--- src/rtl/uart_tx_fifo.sv ---
// rtl/uart_tx_fifo.sv - UART transmitter with input FIFO; optional Level port via UART_TX_LEVEL_EN
module uart_tx_fifo #(
    parameter int C_SYSTEM_FREQ = 50_000_000,
    parameter int C_BAUDRATE    = 115_200,
    parameter int C_DATA_BITS   = 8,
    parameter int C_USE_PARITY  = 0,
    parameter int C_ODD_PARITY  = 0,
    parameter int C_STOP_BITS   = 1,
    parameter int C_FIFO_DEPTH  = 16
) (
    input  logic                           Clk,
    input  logic                           Resetn,
    input  logic [C_DATA_BITS-1:0]         TX_data,
    input  logic                           wr_uart_en,
    input  logic                           Enable_tx,
    output logic                           Full,
    output logic                           Empty,
    output logic                           Busy,
    output logic                           TX
`ifdef UART_TX_LEVEL_EN
    ,
    output logic [$clog2(C_FIFO_DEPTH):0]  Level
`endif
);

    localparam int DIV = C_SYSTEM_FREQ / C_BAUDRATE;
    localparam int CW  = $clog2(DIV);
    localparam int AW  = $clog2(C_FIFO_DEPTH);
    localparam int BW  = 4;

    typedef enum logic [2:0] {
        S_IDLE,
        S_START,
        S_DATA,
        S_PARITY,
        S_STOP
    } state_t;

    state_t                 state;
    logic [C_DATA_BITS-1:0] mem [C_FIFO_DEPTH];
    logic [AW-1:0]          rd_ptr;
    logic [AW-1:0]          wr_ptr;
    logic [AW:0]            count;
    logic [CW-1:0]          baud_cnt;
    logic [BW-1:0]          bit_cnt;
    logic [C_DATA_BITS-1:0] shift;
    logic                   par_bit;
    logic                   baud_last;
    logic                   frame_end;
    logic                   push;
    logic                   pop;

    assign Full      = (count == (AW+1)'(C_FIFO_DEPTH));
    assign Empty     = (count == '0);
    assign Busy      = (state != S_IDLE);
    assign baud_last = (baud_cnt == CW'(DIV - 1));
    assign frame_end = (state == S_STOP) && baud_last && (bit_cnt == BW'(C_STOP_BITS - 1));
    assign push      = wr_uart_en && !Full;
    // A new frame may start from IDLE or on the final stop-bit cycle, giving back-to-back frames.
    assign pop       = Enable_tx && !Empty && ((state == S_IDLE) || frame_end);

`ifdef UART_TX_LEVEL_EN
    assign Level = count;
`endif

    always_ff @(posedge Clk) begin
        if (push) begin
            mem[wr_ptr] <= TX_data;
        end
    end

    always_ff @(posedge Clk) begin
        if (!Resetn) begin
            rd_ptr   <= '0;
            wr_ptr   <= '0;
            count    <= '0;
            state    <= S_IDLE;
            baud_cnt <= '0;
            bit_cnt  <= '0;
            shift    <= '0;
            par_bit  <= 1'b0;
            TX       <= 1'b1;
        end else begin
            if (push) begin
                wr_ptr <= wr_ptr + AW'(1);
            end
            if (pop) begin
                rd_ptr <= rd_ptr + AW'(1);
            end
            case ({push, pop})
                2'b10:   count <= count + (AW+1)'(1);
                2'b01:   count <= count - (AW+1)'(1);
                default: count <= count;
            endcase

            if (pop) begin
                shift    <= mem[rd_ptr];
                par_bit  <= (^mem[rd_ptr]) ^ (C_ODD_PARITY != 0);
                baud_cnt <= '0;
                bit_cnt  <= '0;
                state    <= S_START;
                TX       <= 1'b0;
            end else begin
                case (state)
                    S_IDLE: begin
                        TX <= 1'b1;
                    end
                    S_START: begin
                        if (baud_last) begin
                            baud_cnt <= '0;
                            state    <= S_DATA;
                            TX       <= shift[0];
                        end else begin
                            baud_cnt <= baud_cnt + CW'(1);
                        end
                    end
                    S_DATA: begin
                        if (baud_last) begin
                            baud_cnt <= '0;
                            if (bit_cnt == BW'(C_DATA_BITS - 1)) begin
                                bit_cnt <= '0;
                                if (C_USE_PARITY != 0) begin
                                    state <= S_PARITY;
                                    TX    <= par_bit;
                                end else begin
                                    state <= S_STOP;
                                    TX    <= 1'b1;
                                end
                            end else begin
                                bit_cnt <= bit_cnt + BW'(1);
                                shift   <= shift >> 1;
                                TX      <= shift[1];
                            end
                        end else begin
                            baud_cnt <= baud_cnt + CW'(1);
                        end
                    end
                    S_PARITY: begin
                        if (baud_last) begin
                            baud_cnt <= '0;
                            state    <= S_STOP;
                            TX       <= 1'b1;
                        end else begin
                            baud_cnt <= baud_cnt + CW'(1);
                        end
                    end
                    S_STOP: begin
                        TX <= 1'b1;
                        if (baud_last) begin
                            baud_cnt <= '0;
                            if (bit_cnt == BW'(C_STOP_BITS - 1)) begin
                                bit_cnt <= '0;
                                state   <= S_IDLE;
                            end else begin
                                bit_cnt <= bit_cnt + BW'(1);
                            end
                        end else begin
                            baud_cnt <= baud_cnt + CW'(1);
                        end
                    end
                    default: begin
                        state <= S_IDLE;
                        TX    <= 1'b1;
                    end
                endcase
            end
        end
    end

endmodule

--- config.mk ---
export PLATFORM = sky130hd
export DESIGN_NAME = uart_tx_fifo
export DESIGN_NICKNAME = d
export VERILOG_FILES = /design/src/rtl/uart_tx_fifo.sv
export SDC_FILE = /design/constraint.sdc
export NUM_CORES = 1
export LEC_CHECK = 0
export CELL_PAD_IN_SITES_DETAIL_PLACEMENT = 0
export CELL_PAD_IN_SITES_GLOBAL_PLACEMENT = 1
export CORE_MARGIN = 3
export CORE_UTILIZATION = 56
export CTS_CLUSTER_DIAMETER = 40
export DETAILED_ROUTE_END_ITERATION = 6
export PLACE_DENSITY = 0.88
export SLEW_MARGIN = 15
export SYNTH_ARGS = -nofsm -noshare
export SYNTH_HDL_FRONTEND = slang
export SYNTH_SLANG_ARGS = --single-unit
--- constraint.sdc ---
create_clock -name Clk -period 9.4 [get_ports Clk]
set_input_delay 1.88 -clock Clk [delete_from_list [all_inputs] [get_ports Clk]]
set_output_delay 1.88 -clock Clk [all_outputs]
set_load 0.02 [all_outputs]
# After elaboration in Yosys (flattened, before gate mapping)

Memory sizes are Yosys's and may differ from the RTL's. A register that Yosys moved wholly into a read port is not among the register bits.
Cells that the tools add are included.

Bitwise gates (word level): 2
Eq/ne operators: 23
Multiplexer cells: 29
Reduce and logical (&&, ||, !) cells: 23
Add/subtract/negate cells: 6

Operators with widths:

| kind                                             | count |
|---|---|
| 2-to-1 mux 8 bit                                 | 4 |
| 2-to-1 mux 4 bit                                 | 6 |
| 2-to-1 mux 3 bit                                 | 6 |
| inequality test 3 bit, second input constant     | 5 |
| one-hot mux 3 bit (5 select lines)               | 1 |
| inequality test 2 bit, second input constant     | 7 |
| AND reduction 7 bit                              | 2 |
| adder 4 x 1 -> 4 bit, second input constant      | 3 |
| one-hot mux 5 bit (2 select lines)               | 1 |
| adder 9 x 1 -> 9 bit, second input constant      | 1 |
| == test 9 bit, second input constant             | 1 |
| 2-to-1 mux 9 bit                                 | 1 |
| AND reduction 3 bit                              | 3 |
| 2-to-1 mux 1 bit                                 | 8 |
| one-hot mux 4 bit (2 select lines)               | 1 |
| nonzero test 2 bit                               | 4 |
| == test 3 x 2 -> 1 bit, second input constant    | 2 |
| adder 5 x 1 -> 5 bit, second input constant      | 1 |
| == test 5 bit, second input constant             | 1 |
| logical AND 1 bit                                | 5 |
| logical NOT 5 bit                                | 1 |
| subtractor 5 x 1 -> 5 bit, second input constant | 1 |
| == test 4 x 3 -> 1 bit, second input constant    | 1 |
| logical NOT 4 bit                                | 1 |
| 14 further kinds                                 | 16 |

Memories: 1
Bits in registers: 38
Word-level logic and storage cells: 93
Output and inout port bits: 4
Input bits: 12
Bits in writable memories: 128

Memories:

| memory | depth | width | read ports | clocked after memory_dff | write ports | RTL line | text |
|---|---|---|---|---|---|---|---|
| mem    | 16    | 8     | 1          | 1                        | 1           | 40       | `logic [C_DATA_BITS-1:0] mem [C_FIFO_DEPTH];` |

# Longest topological paths before layout

Depth after elaboration: 7
Depth in mapped cells: 16
Mapped depth without buffers: 14

# Worst setup path before layout

Ideal clock, no wire load.

Kind: input to register
Start: input wr_uart_en
End: register count[4]
Arrival time: 3.937 ns
Setup slack: 5.392 ns
Required time: 9.328 ns
Stages: 11
Cell sequence: a21boi_1 -> inv_1 -> ha_1 -> clkbuf_1 -> xor2_1 -> ha_1 -> a211o_1 -> nand2_1 -> nand3b_1 -> a31oi_1 -> mux2i_1

Cells in the longest elaborated chain, start to end: 3
Elaborated cells between the ends (all ways): 5
Those cells by class: eq/ne: 2; mux: 1; reduce/logical: 2

RTL lines:

| what                                                                     | RTL line | text |
|---|---|---|
| from (decl)                                                              | 14       | `input logic wr_uart_en,` |
| logical AND 1 bit *                                                      | 58       | `assign push = wr_uart_en && !Full;` |
| == test 2 x 1 -> 1 bit or == test 2 bit (tied branches)                  | 90       | `case ({push, pop})` |
| one-hot mux 5 bit (2 select lines) or nonzero test 2 bit (tied branches) | -        |  |
| to (signal assigned)                                                     | 91       | `2'b10: count <= count + (AW+1)'(1);` |
| to (signal assigned)                                                     | 92       | `2'b01: count <= count - (AW+1)'(1);` |
| to (signal assigned)                                                     | 93       | `default: count <= count;` |
| to (decl)                                                                | 43       | `logic [AW:0] count;` |

Mark *: on every way between the ends. The rest lies on a longest branch, timed or not.
A chain may end at the register's enable or synchronous reset.

# Final worst setup path

Same ends and word-level chain as after synthesis.

==> results.md <==
* RSZ-0062 raised after global routing: false
* Max-cap violations at 0
* Total I/O pin count at 16
* Final wirelength at 13.8 mm
* Worst slack, placed at 4.71 ns
* ANT nets after route at 0
* Final Max Slew Viols at 0
* Cell taking the most area after synthesis: edfxtp_1
* Die width at 118 microns
* Worst-margin pin slew at 1.07 ns
* Worst hold path type: flip-flop to flip-flop
* Antenna cells at 0
* Synth area leaders: edfxtp_1, dfxtp_1, mux4_2, ha_1, nor2_1
* Mapped Cells at 465
* Unique masters post-synth at 53
* First-pass GRT wire length at 21.9 mm
* Final HPWL DP at 8.74 mm
* Hold Buf Count CTS at 0
* Net count, final at 502
* Syn Nets at 490
* Async set-reset flop share out of synthesis at 0%
* Setup_tns at 0 ns
* Max incr delay on CP at 0.56 ns
* Number of flops mapped to enable cells by yosys at 128
* Startpoint Class: input pin
* Reg-to-reg setup timing slack at 5.82 ns
* Syn Area/Cell at 15.2 sq um
* Post-Place Cell Area at 7350 sq um
* Routed len/inst at 21.0 microns
* Drt drc at 0
* CP Capture Type: flip-flop
* Total vias in the final route at 3899
* Vias/cell at 5.93
* Final hold viol count at 0
* Port bufs at 15
* Initial Util at 58.2%
* Sequential area share after synthesis at 66.2%
* Drt pass-1 iters at 4
* Core Rows at 40
* VDD IR-drop max at 243 uV
* CP dominant cell by count: ha_1
* Most common cell in the netlist: edfxtp_1
* R2R depth at 13
* Worst Path Arrival at 4.58 ns
* Top_reg_cell synth: edfxtp_1
* Status: finished, final reports clean
* DRT iter0 DRCs at 397
* Clock latency on the worst-skew pair at 0.42 ns
* R2r endpoint: count[4]
* Final number of setup-violating endpoints at 0
* Pleak at 2.56 nW
* Final instance area at 7920 sq um
* CTS tree: done
* Longest Clk Path Bufs at 2
* Setup bufs post-CTS at 0
* Reg clk slew, reported paths at 0.06 ns
* Share of cells above drive strength 1 at 17.3%
* Slew HR at 28.1%
* Total Power at 1.90 mW
* Syn. warnings at 0
* Worst setup path class: input pin to flip-flop
* Vias in the first global route at 3865
* Worst EP required at 9.76 ns
* H-tree levels at 4
* Clock Skew at 0.00840 ns
* Synth Cell Area at 7080 sq um
* Die Span Y at 118 microns
* CTS Sinks at 170
* Period utilization at 45.0%
* GR Overflow Total at 0
* CTS Buf Count at 17
* Initial antenna violation count at 0
* Resize count post-CTS at 0
* Critical R2R Launch: baud_cnt[0]
* Largest net degree at the start of global routing at 30
* Min cycle time layout at 4.23 ns
* CTS Root Cell: clkbuf_16
* CP max stage cell: a21boi_1
* F_max at 237 MHz
* Cell area power density at 240 nW/um^2
* Die area at 14000 sq um
* Worst setup margin at 5.17 ns
* Share of the synthesized area in the top cell type at 54.3%
* Crit-path max FO at 10
* WHS Path Cells at 2
* Ordered cell list for the critical path: clkdlybuf4s50_1, a21boi_1, inv_1, ha_1, xor2_1, ha_1, a211o_1, nand2_1, nand3b_1, a31oi_1, mux2i_1
* Count of state elements after synthesis at 170
* Syn-to-layout area delta at 11.9%
* Min-delay src: shift[7]
* Hold Path Sink: shift[7]
* Total GRT Usage at 21.0%
* Total core area at 12200 sq um
* Synth cell count leaders: edfxtp_1, dfxtp_1, nor2_1
* GPL Wtd Cong at 0.805
[metal layers]
layer / vias up / wire length [microns] / share of wire, % / GRT usage [%]
met2: 135 / 6790 / 49 / 32.8
li1: 1812 / - / - / -
met3: 22 / 912 / 6.6 / 6.41
met1: 1930 / 5800 / 42 / 28.2
met5: - / 0 / 0 / 0
met4: 0 / 302 / 2.2 / 7.31
[stage by stage]
| stage | utilization [%] | hold WS (ns) | std cells |
|---|---|---|---|
| 3_5_place_dp | 60.4 | 0.456 | 626 |
| 2_1_floorplan | - | 0.432 | 465 |
| 4_1_cts | 65.1 | 0.466 | 658 |
| 5_1_grt | 65.1 | 0.490 | 658 |
| 3_3_place_gp | 60.4 | 0.444 | 626 |
| 6_report | 65.1 | 0.468 | 658 |
[worst max-delay path, delay by kind of cell]
kind,cells,cell delay [ns]
buffers and inverters,2,0.59
multiplexers,1,0.19
AND/OR/NAND/NOR,2,0.14
adder cells (fa/ha/maj),2,0.59
XOR/XNOR,1,0.19
AO/OA/AOI/OAI,3,1.01
[power by group]
part           internal (mW)  switching [mW]  total (mW)
clock network          0.370           0.297       0.667
registers              0.858          0.0547       0.912
logic                  0.149           0.172       0.320
[flip-flops by register name, indices dropped and copies added (netlist names), named ones only]
name,count
count,5
mem,128
wr_ptr,4
shift,8
rd_ptr,4
baud_cnt,9
state,3
bit_cnt,4
TX,1
[worst max-delay path by stage]
stage | start | end | slack (ns) | cells after the start
finish | wr_uart_en | count[4] | 5.17 | 11
global placement | wr_uart_en | count[4] | 4.76 | 11
global route | wr_uart_en | count[4] | 4.85 | 11
floorplan | wr_uart_en | count[4] | 5.39 | 11
detailed placement | wr_uart_en | count[4] | 4.71 | 11
CTS | wr_uart_en | count[4] | 5.15 | 11
[kinds of logic (layout without fill, tap and decap cells)]
kind of cell / after synthesis / after routing / share of synthesized area [%]
flops: 170 / 170 / 66.2
simple gates: 125 / 125 / 9.35
buf+inv: 36 / 61 / 2.23
xor+xnor: 15 / 15 / 1.86
mux: 46 / 46 / 12.4
compound gates: 60 / 60 / 5.64
fa+ha+maj: 13 / 13 / 2.30
[cell usage in the layout (no fill, tap or decap), types with 4 or more instances in the layout]
cell	instances
a21oi_1	14
a22oi_1	13
a31oi_1	7
clkbuf_16	17
clkdlybuf4s50_1	15
clkinv_2	4
dfxtp_1	40
edfxtp_1	128
ha_1	13
inv_1	13
inv_8	4
mux2_2	6
mux2i_1	7
mux4_2	33
nand2_1	26
nand2b_1	10
nand3_1	6
nand4_1	5
nor2_1	42
nor3_1	7
nor3b_1	4
o21ai_0	7
o21ai_1	6
xnor2_1	7
xor2_1	8
[cell type report]
| cell class | count | area [sq um] |
|---|---|---|
| Multi-Input combinational cell | 259 | 2250 |
| Tap cell | 168 | 210 |
| Inverter | 14 | 57.6 |
| Fill cell | 839 | 4240 |
| Sequential cell | 170 | 4690 |
| Timing Repair Buffer | 15 | 150 |
| Clock buffer | 17 | 425 |
| Clock inverter | 15 | 140 |
(Power assumes the default switching activity.)
